<file path="config.mk">
export PLATFORM = sky130hd
export DESIGN_NAME = uart_periph
export DESIGN_NICKNAME = d
export VERILOG_FILES = /design/src/rtl/uart_defs.sv /design/src/rtl/uart_rx_fsm.sv /design/src/rtl/uart_periph.sv
export SDC_FILE = /design/constraint.sdc
export NUM_CORES = 1
export LEC_CHECK = 0
export CORE_MARGIN = 2
export CORE_UTILIZATION = 51
export CTS_BUF_LIST = sky130_fd_sc_hd__clkbuf_4
export CTS_CLUSTER_SIZE = 30
export DETAILED_ROUTE_END_ITERATION = 7
export PLACE_DENSITY = 0.83
export SLEW_MARGIN = 20
export SYNTH_ARGS = -nofsm -noshare
export SYNTH_HDL_FRONTEND = slang
export SYNTH_HIERARCHICAL = 1
export SYNTH_SLANG_ARGS = --single-unit
export TNS_END_PERCENT = 10
</file>
<file path="constraint.sdc">
create_clock -name clk -period 3 [get_ports clk]
set_clock_uncertainty 0.05 [all_clocks]
set_input_delay 0.3 -clock clk [delete_from_list [all_inputs] [get_ports clk]]
set_output_delay 0.3 -clock clk [all_outputs]
set_load 0.02 [all_outputs]
</file>
<file path="src/rtl/uart_defs.sv">
// Shared definitions for the memory-mapped UART peripheral.
// Holds the bus register addresses, the CON register bit layout,
// the common TX/RX FSM state encoding and a CON read-word helper.
package uart_defs;

    // Bus register addresses (peripheral space, addr[30]=1)
    localparam logic [31:0] UART_ADDR_TXD = 32'h4000_0018;
    localparam logic [31:0] UART_ADDR_RXD = 32'h4000_001C;
    localparam logic [31:0] UART_ADDR_CON = 32'h4000_0020;

    // CON register bit positions
    localparam int unsigned CON_TXEN   = 0;
    localparam int unsigned CON_RXEN   = 1;
    localparam int unsigned CON_TXDONE = 2;
    localparam int unsigned CON_RXRDY  = 3;
    localparam int unsigned CON_TXBUSY = 4;
    localparam int unsigned CON_OVR    = 5;
    localparam int unsigned CON_W      = 6;

    // Serial frame FSM states, shared by TX and RX
    typedef enum logic [1:0] {
        ST_IDLE  = 2'd0,
        ST_START = 2'd1,
        ST_DATA  = 2'd2,
        ST_STOP  = 2'd3
    } uart_state_e;

    // Zero-extend the CON status bits to a bus word
    function automatic logic [31:0] con_word(input logic [CON_W-1:0] con);
        return 32'(con);
    endfunction

endpackage

</file>
<file path="src/rtl/uart_rx_fsm.sv">
// 8N1 serial receiver: 2-flop synchronizer, falling-edge start detect,
// mid-bit sampling, LSB-first shift register and a one-cycle byte_valid_o
// pulse for frames whose stop bit is high.
// Ports:
//   clk, reset      - system clock, synchronous active-high reset
//   rx_i            - asynchronous serial input (idles high)
//   byte_o          - last received byte (stable while byte_valid_o is high)
//   byte_valid_o    - one-cycle pulse when a well-framed byte completes
module uart_rx_fsm
    import uart_defs::*;
#(
    parameter int unsigned CLKS_PER_BIT = 5208
) (
    input  logic       clk,
    input  logic       reset,
    input  logic       rx_i,
    output logic [7:0] byte_o,
    output logic       byte_valid_o
);

    localparam int unsigned CNT_W = $clog2(CLKS_PER_BIT);
    localparam logic [CNT_W-1:0] HALF_LAST = CNT_W'(CLKS_PER_BIT / 2 - 1);
    localparam logic [CNT_W-1:0] BIT_LAST  = CNT_W'(CLKS_PER_BIT - 1);

    logic              sync1_q, sync2_q, prev_q;
    uart_state_e       state_q, state_d;
    logic [CNT_W-1:0]  cnt_q, cnt_d;
    logic [2:0]        bit_q, bit_d;
    logic [7:0]        shift_q, shift_d;
    logic              valid_q, valid_d;

    // Synchronizer plus one extra stage for edge detection
    always_ff @(posedge clk) begin
        if (reset) begin
            sync1_q <= 1'b1;
            sync2_q <= 1'b1;
            prev_q  <= 1'b1;
        end else begin
            sync1_q <= rx_i;
            sync2_q <= sync1_q;
            prev_q  <= sync2_q;
        end
    end

    // FSM state register
    always_ff @(posedge clk) begin
        if (reset) begin
            state_q <= ST_IDLE;
            cnt_q   <= '0;
            bit_q   <= '0;
            shift_q <= '0;
            valid_q <= 1'b0;
        end else begin
            state_q <= state_d;
            cnt_q   <= cnt_d;
            bit_q   <= bit_d;
            shift_q <= shift_d;
            valid_q <= valid_d;
        end
    end

    // Next-state logic; the START state waits half a bit so every later
    // sample lands on a bit centre.
    always_comb begin
        state_d = state_q;
        cnt_d   = cnt_q;
        bit_d   = bit_q;
        shift_d = shift_q;
        valid_d = 1'b0;
        case (state_q)
            ST_IDLE: begin
                if (prev_q && !sync2_q) begin
                    state_d = ST_START;
                    cnt_d   = '0;
                end
            end
            ST_START: begin
                if (cnt_q == HALF_LAST) begin
                    cnt_d   = '0;
                    bit_d   = '0;
                    state_d = sync2_q ? ST_IDLE : ST_DATA;
                end else begin
                    cnt_d = cnt_q + CNT_W'(1);
                end
            end
            ST_DATA: begin
                if (cnt_q == BIT_LAST) begin
                    cnt_d   = '0;
                    shift_d = {sync2_q, shift_q[7:1]};
                    if (bit_q == 3'd7) begin
                        state_d = ST_STOP;
                    end else begin
                        bit_d = bit_q + 3'd1;
                    end
                end else begin
                    cnt_d = cnt_q + CNT_W'(1);
                end
            end
            ST_STOP: begin
                if (cnt_q == BIT_LAST) begin
                    cnt_d   = '0;
                    state_d = ST_IDLE;
                    valid_d = sync2_q;
                end else begin
                    cnt_d = cnt_q + CNT_W'(1);
                end
            end
            default: state_d = ST_IDLE;
        endcase
    end

    assign byte_o       = shift_q;
    assign byte_valid_o = valid_q;

endmodule

</file>
<file path="src/rtl/uart_periph.sv">
// Memory-mapped full-duplex 8N1 UART on the CPU peripheral bus.
// Registers: TXD (transmit byte), RXD (received byte), CON (enables and
// sticky status). Level interrupt from tx_done/rx_ready gated by enables.
// Ports:
//   clk, reset      - system clock, synchronous active-high reset
//   rd, wr          - bus read / write strobes
//   addr, wdata     - bus byte address and write data
//   rdata           - combinational read data (zero when not selected)
//   uart_rx         - asynchronous serial input
//   uart_tx         - serial output, idles high
//   irq             - registered level interrupt request
module uart_periph
    import uart_defs::*;
#(
    parameter int unsigned CLKS_PER_BIT = 5208,
    parameter logic [31:0] ADDR_TXD     = UART_ADDR_TXD,
    parameter logic [31:0] ADDR_RXD     = UART_ADDR_RXD,
    parameter logic [31:0] ADDR_CON     = UART_ADDR_CON
) (
    input  logic        clk,
    input  logic        reset,
    input  logic        rd,
    input  logic        wr,
    input  logic [31:0] addr,
    input  logic [31:0] wdata,
    output logic [31:0] rdata,
    input  logic        uart_rx,
    output logic        uart_tx,
    output logic        irq
);

    localparam int unsigned CNT_W = $clog2(CLKS_PER_BIT);
    localparam logic [CNT_W-1:0] CNT_LAST = CNT_W'(CLKS_PER_BIT - 1);

    // Register file state
    logic [7:0] tx_data_q, tx_data_d;
    logic [7:0] rx_data_q, rx_data_d;
    logic       tx_busy_q, tx_busy_d;
    logic       tx_done_q, tx_done_d;
    logic       rx_ready_q, rx_ready_d;
    logic       overrun_q, overrun_d;
    logic       tx_irq_en_q, tx_irq_en_d;
    logic       rx_irq_en_q, rx_irq_en_d;
    logic       irq_q, irq_d;

    // TX FSM state
    uart_state_e      tx_state_q, tx_state_d;
    logic [CNT_W-1:0] tx_cnt_q, tx_cnt_d;
    logic [2:0]       tx_bit_q, tx_bit_d;
    logic             uart_tx_q, uart_tx_d;

    logic             sel_txd_c, sel_rxd_c, sel_con_c;
    logic             tx_start_c, tx_end_c, con_wr_c, rxd_rd_c, con_rd_c;
    logic [CON_W-1:0] con_c;
    logic [7:0]       rx_byte_c;
    logic             rx_valid_c;
    logic             unused_wdata_c;

    assign unused_wdata_c = ^wdata[31:8];

    uart_rx_fsm #(
        .CLKS_PER_BIT (CLKS_PER_BIT)
    ) u_rx (
        .clk          (clk),
        .reset        (reset),
        .rx_i         (uart_rx),
        .byte_o       (rx_byte_c),
        .byte_valid_o (rx_valid_c)
    );

    // Address decode and bus strobes
    assign sel_txd_c  = (addr == ADDR_TXD);
    assign sel_rxd_c  = (addr == ADDR_RXD);
    assign sel_con_c  = (addr == ADDR_CON);
    assign tx_start_c = wr & sel_txd_c & ~tx_busy_q;
    assign con_wr_c   = wr & sel_con_c;
    assign rxd_rd_c   = rd & sel_rxd_c;
    assign con_rd_c   = rd & sel_con_c;

    // CON status word
    always_comb begin
        con_c             = '0;
        con_c[CON_TXEN]   = tx_irq_en_q;
        con_c[CON_RXEN]   = rx_irq_en_q;
        con_c[CON_TXDONE] = tx_done_q;
        con_c[CON_RXRDY]  = rx_ready_q;
        con_c[CON_TXBUSY] = tx_busy_q;
        con_c[CON_OVR]    = overrun_q;
    end

    // Combinational read mux
    always_comb begin
        rdata = '0;
        if (rd) begin
            if (sel_txd_c) begin
                rdata = {24'b0, tx_data_q};
            end else if (sel_rxd_c) begin
                rdata = {24'b0, rx_data_q};
            end else if (sel_con_c) begin
                rdata = con_word(con_c);
            end
        end
    end

    // Register file update; flag sets win over read-clears in the same cycle
    always_comb begin
        tx_data_d   = tx_data_q;
        rx_data_d   = rx_data_q;
        tx_busy_d   = tx_busy_q;
        tx_done_d   = tx_done_q;
        rx_ready_d  = rx_ready_q;
        overrun_d   = overrun_q;
        tx_irq_en_d = tx_irq_en_q;
        rx_irq_en_d = rx_irq_en_q;
        irq_d       = (tx_irq_en_q & tx_done_q) | (rx_irq_en_q & rx_ready_q);

        if (con_wr_c) begin
            tx_irq_en_d = wdata[CON_TXEN];
            rx_irq_en_d = wdata[CON_RXEN];
        end

        if (tx_start_c) begin
            tx_data_d = wdata[7:0];
            tx_busy_d = 1'b1;
        end

        if (tx_end_c) begin
            tx_busy_d = 1'b0;
            tx_done_d = 1'b1;
        end else if (con_rd_c) begin
            tx_done_d = 1'b0;
        end

        if (rx_valid_c) begin
            rx_data_d  = rx_byte_c;
            rx_ready_d = 1'b1;
        end else if (rxd_rd_c) begin
            rx_ready_d = 1'b0;
        end

        // An unread byte being replaced is an overrun, unless it is being read now
        if (rx_valid_c && rx_ready_q && !rxd_rd_c) begin
            overrun_d = 1'b1;
        end else if (con_rd_c) begin
            overrun_d = 1'b0;
        end
    end

    // TX FSM next state; the line value is derived from the next state so
    // uart_tx is a clean register output aligned with the state.
    always_comb begin
        tx_state_d = tx_state_q;
        tx_cnt_d   = tx_cnt_q;
        tx_bit_d   = tx_bit_q;
        tx_end_c   = 1'b0;
        uart_tx_d  = 1'b1;
        case (tx_state_q)
            ST_IDLE: begin
                if (tx_start_c) begin
                    tx_state_d = ST_START;
                    tx_cnt_d   = '0;
                end
            end
            ST_START: begin
                if (tx_cnt_q == CNT_LAST) begin
                    tx_state_d = ST_DATA;
                    tx_cnt_d   = '0;
                    tx_bit_d   = '0;
                end else begin
                    tx_cnt_d = tx_cnt_q + CNT_W'(1);
                end
            end
            ST_DATA: begin
                if (tx_cnt_q == CNT_LAST) begin
                    tx_cnt_d = '0;
                    if (tx_bit_q == 3'd7) begin
                        tx_state_d = ST_STOP;
                    end else begin
                        tx_bit_d = tx_bit_q + 3'd1;
                    end
                end else begin
                    tx_cnt_d = tx_cnt_q + CNT_W'(1);
                end
            end
            ST_STOP: begin
                if (tx_cnt_q == CNT_LAST) begin
                    tx_state_d = ST_IDLE;
                    tx_cnt_d   = '0;
                    tx_end_c   = 1'b1;
                end else begin
                    tx_cnt_d = tx_cnt_q + CNT_W'(1);
                end
            end
            default: tx_state_d = ST_IDLE;
        endcase

        case (tx_state_d)
            ST_START: uart_tx_d = 1'b0;
            ST_DATA:  uart_tx_d = tx_data_q[tx_bit_d];
            default:  uart_tx_d = 1'b1;
        endcase
    end

    // State registers
    always_ff @(posedge clk) begin
        if (reset) begin
            tx_data_q   <= '0;
            rx_data_q   <= '0;
            tx_busy_q   <= 1'b0;
            tx_done_q   <= 1'b0;
            rx_ready_q  <= 1'b0;
            overrun_q   <= 1'b0;
            tx_irq_en_q <= 1'b0;
            rx_irq_en_q <= 1'b0;
            irq_q       <= 1'b0;
            tx_state_q  <= ST_IDLE;
            tx_cnt_q    <= '0;
            tx_bit_q    <= '0;
            uart_tx_q   <= 1'b1;
        end else begin
            tx_data_q   <= tx_data_d;
            rx_data_q   <= rx_data_d;
            tx_busy_q   <= tx_busy_d;
            tx_done_q   <= tx_done_d;
            rx_ready_q  <= rx_ready_d;
            overrun_q   <= overrun_d;
            tx_irq_en_q <= tx_irq_en_d;
            rx_irq_en_q <= rx_irq_en_d;
            irq_q       <= irq_d;
            tx_state_q  <= tx_state_d;
            tx_cnt_q    <= tx_cnt_d;
            tx_bit_q    <= tx_bit_d;
            uart_tx_q   <= uart_tx_d;
        end
    end

    assign uart_tx = uart_tx_q;
    assign irq     = irq_q;

endmodule

</file>
==> metrics, run 1 <==
# DRC 0; post-route ant nets 0; asr flop ratio synth 0%; iteration count of the initial detailed-routing pass 8; placed cell area ~4600 um2; Hold Vio Cnt, Final 0; Layout area overhead 17.29%; met1 WL between 4000 and 5000 um; chip height between 90 and 100 um; Port Buffer Count 54; Yosys warnings 6; ant diodes 0; reg-to-reg startpoint u_rx/cnt_q[0]; RSZ-0062 raised after global routing no; layout cells sized above 1 just under 9%; post-synthesis sequential area ratio between 30% and 40%; Synth Register Bits 72; Core Util, Final around 60%; core area between 7000 and 8000 um2; Total Wirelength just under 10,000 um; nets 627; vias in the first global route between 3,000 and 4,000; routability cong. around 0.89; Critical Path End rdata[4]; CTS Buffer Depth 2; pin count of the biggest net entering global routing 48; top routing layer used met4; worst hold-check path type flop to flop; non-filler cells, final ~660; fin area 4796 um2; CTS tree yes; Worst setup EP type output port; IO Pins between 100 and 150; FP Rows 32; post-synthesis cell count between 400 and 500; placed cell count between 600 and 700; GRT Overall Usage 22.70%; global route total overflow 0; status finished, final reports clean; Critical Path Max Stage Delay between 400 and 500 ps; Min Clock Period, post-route approximately 2800 ps; Max-Cap Viols 0; htree depth 3; FILL cells between 600 and 700; overall power 1.636 mW; CP Launch Type input pin; placed wire-length estimate around 7000 um; Initial Utilization 52.64%; CP required roughly 2700 ps; period utilization between 90% and 100%; Register-to-Register Setup Slack 370 ps; Slew @ Worst Pin 841.5 ps; Leakage approximately 1.7 nW; Avg Vias per Cell approximately 5.8; Critical Path Source addr[28]; DRT iter0 DRCs about 300; number of synthesized flops with an enable pin 0; Clock Root Buffer clkbuf_4; initial antenna violation count 0; Skew-Pair Late Insertion Delay around 420 ps; fmax between 0.3 and 0.4 GHz; Syn Std Cell Area about 4000 um2; worst reg-to-reg path cell count 7; CP Cell Sequence clkdlybuf4s50_1 > nor4b_1 > nand4_1 > nor2_1 > and4b_1 > buf_4 > a222oi_1 > nor2b_1 > dlygate4sd2_1; number of library cell types mapped by synthesis 69; R2R Path End u_rx/cnt_q[1]; wire per inst 14.69 um; final setup violating endpoints 0; first-pass GRT wire length approximately 16,000 um; worst-path maximum fanout 9; WL met2 4965 um; Crit Path Class input pin to output port; Die ar. 8750 um2; Max Slew Vio Count 0; power density over cell area around 340 nW/um2; Critical Path Slowest Stage Cell clkdlybuf4s50_1; Die W around 94 um; VDD IR max around 0.37 mV; total CTS buffers 9; routed wl met3 just under 500 um; clock sink total 72; WHS approximately 370 ps; syn_area_per_cell between 8 and 9 um2; Vias roughly 3,800; top_reg_cell synth dfxtp_1; slew margin rel. between 40% and 50%; Worst-path clk slew roughly 120 ps; CP arrival 2450 ps
==> stage by stage <==
stage / TNS (ps) / setup WS, ps
2_1_floorplan: 0 / 698.9
3_3_place_gp: 0 / 10.94
3_5_place_dp: -264.7 / -70.09
4_1_cts: 0 / 5.538
5_1_grt: 0 / 50.58
6_report: 0 / 203.0
==> critical path: cells and delay by family <==
| kind | cells | cell delay (ps) |
|---|---|---|
| simple gates | 5 | 1150 |
| buf+inv | 3 | 920 |
| compound gates | 1 | 80 |
==> worst min-delay path by stage <==
| stage | startpoint | to | slack, ps | cells after the start |
|---|---|---|---|---|
| 2_1_floorplan | u_rx/sync1_q | u_rx/sync2_q | 340 | 1 |
| 3_3_place_gp | u_rx/sync1_q | u_rx/sync2_q | 340 | 1 |
| 3_5_place_dp | u_rx/sync1_q | u_rx/sync2_q | 340 | 1 |
| 4_1_cts | uart_rx | u_rx/sync1_q | 360 | 2 |
| 5_1_grt | uart_rx | u_rx/sync1_q | 360 | 2 |
| 6_report | u_rx/sync1_q | u_rx/sync2_q | 370 | 1 |
==> report_power, final <==
part | switching (mW) | internal (mW)
logic | 0.0785 | 0.0679
registers | 0.00589 | 0.961
clock network | 0.336 | 0.187
total | 0.420 | 1.22
==> registers in the layout (all words and copies together), names as in the netlist, 2 cells and up, named ones only <==
name and flops:
tx_state_q 2, tx_cnt_q 13, tx_bit_q 3, u_rx/bit_q 3
u_rx/byte_o 8, tx_data_q 8, rx_data_q 8, u_rx/cnt_q 13
==> placed cells by master (no fill, tap or decap), types with 6 or more instances in the layout <==
cell type         n
nand3_1          23
ha_1             10
a21oi_1          24
nand2_1          55
inv_1             9
clkdlybuf4s50_1  45
nor2b_1          13
nor4_1           10
o21ai_1           6
conb_1           24
and3_1           11
buf_4            13
a31oi_1          12
a222oi_1          6
a22oi_1          11
nor2_1           61
or3_1             7
dlygate4sd2_1     6
nor3_1            8
clkbuf_4         11
dfxtp_1          72
mux2i_1          27
==> routing by layer <==
layer  up-vias  global-route usage (%)
met1      1838                   27.55
met4         0                   5.193
met2       105                   39.87
li1       1874                       -
met5         -                       0
met3         6                   6.366
==> layout make-up <==
class | instances | area [um2] | share of cell area (%)
multi-input cells | 389 | 2446 | 51.00
clock buffers | 11 | 82.58 | 1.722
well taps | 102 | 127.6 | 2.661
inverters | 9 | 33.78 | 0.7044
repair buffers | 67 | 630.6 | 13.15
flip-flops and latches | 72 | 1441 | 30.05
clock inverters | 5 | 33.78 | 0.7044
==> synthesized netlist by cell type (7+ instances only) <==
library cell / count / area [um2]
a22oi_1: 11 / 82.58
nor3_1: 8 / 40.04
buf_4: 24 / 180.2
clkbuf_1: 14 / 52.55
dfxtp_1: 72 / 1441
and3_1: 11 / 68.82
a31oi_1: 12 / 75.07
nor4_1: 14 / 87.58
nor2b_1: 13 / 81.33
ha_1: 10 / 125.1
nand3_1: 23 / 115.1
a21oi_1: 24 / 120.1
nand2_1: 55 / 206.5
or3_1: 7 / 43.79
inv_1: 9 / 33.78
nor2_1: 61 / 229.0
mux2i_1: 27 / 270.3
==> logic make-up (layout without fill, tap and decap cells) <==
group,after synthesis,in the layout,share of synthesized area [%]
AND/OR/NAND/NOR,236,236,30.66
AO/OA/AOI/OAI,91,91,16.46
flip-flops,72,72,35.25
buffers and inverters,54,92,7.650
multiplexers,27,27,6.610
adder cells (fa/ha/maj),10,10,3.060
other,1,24,0.09171
XOR/XNOR,1,1,0.2142
==> what timing repair did <==
item	4_1_cts	5_1_grt
endpoints found under the setup margin	8	3
pin swaps	1	1
setup buffers	1	1
resized for setup	7	4
hold buffers	0	0
No activity file was read; power rests on OpenSTA's default activity.
==> run 2, diff against run 1 <==
- CTS_CLUSTER_DIAMETER: not set -> 80
- TNS_END_PERCENT: 10 -> not set
==> results of run 2 <==
Final layout, timing and power as in run 1 (identical DEF).
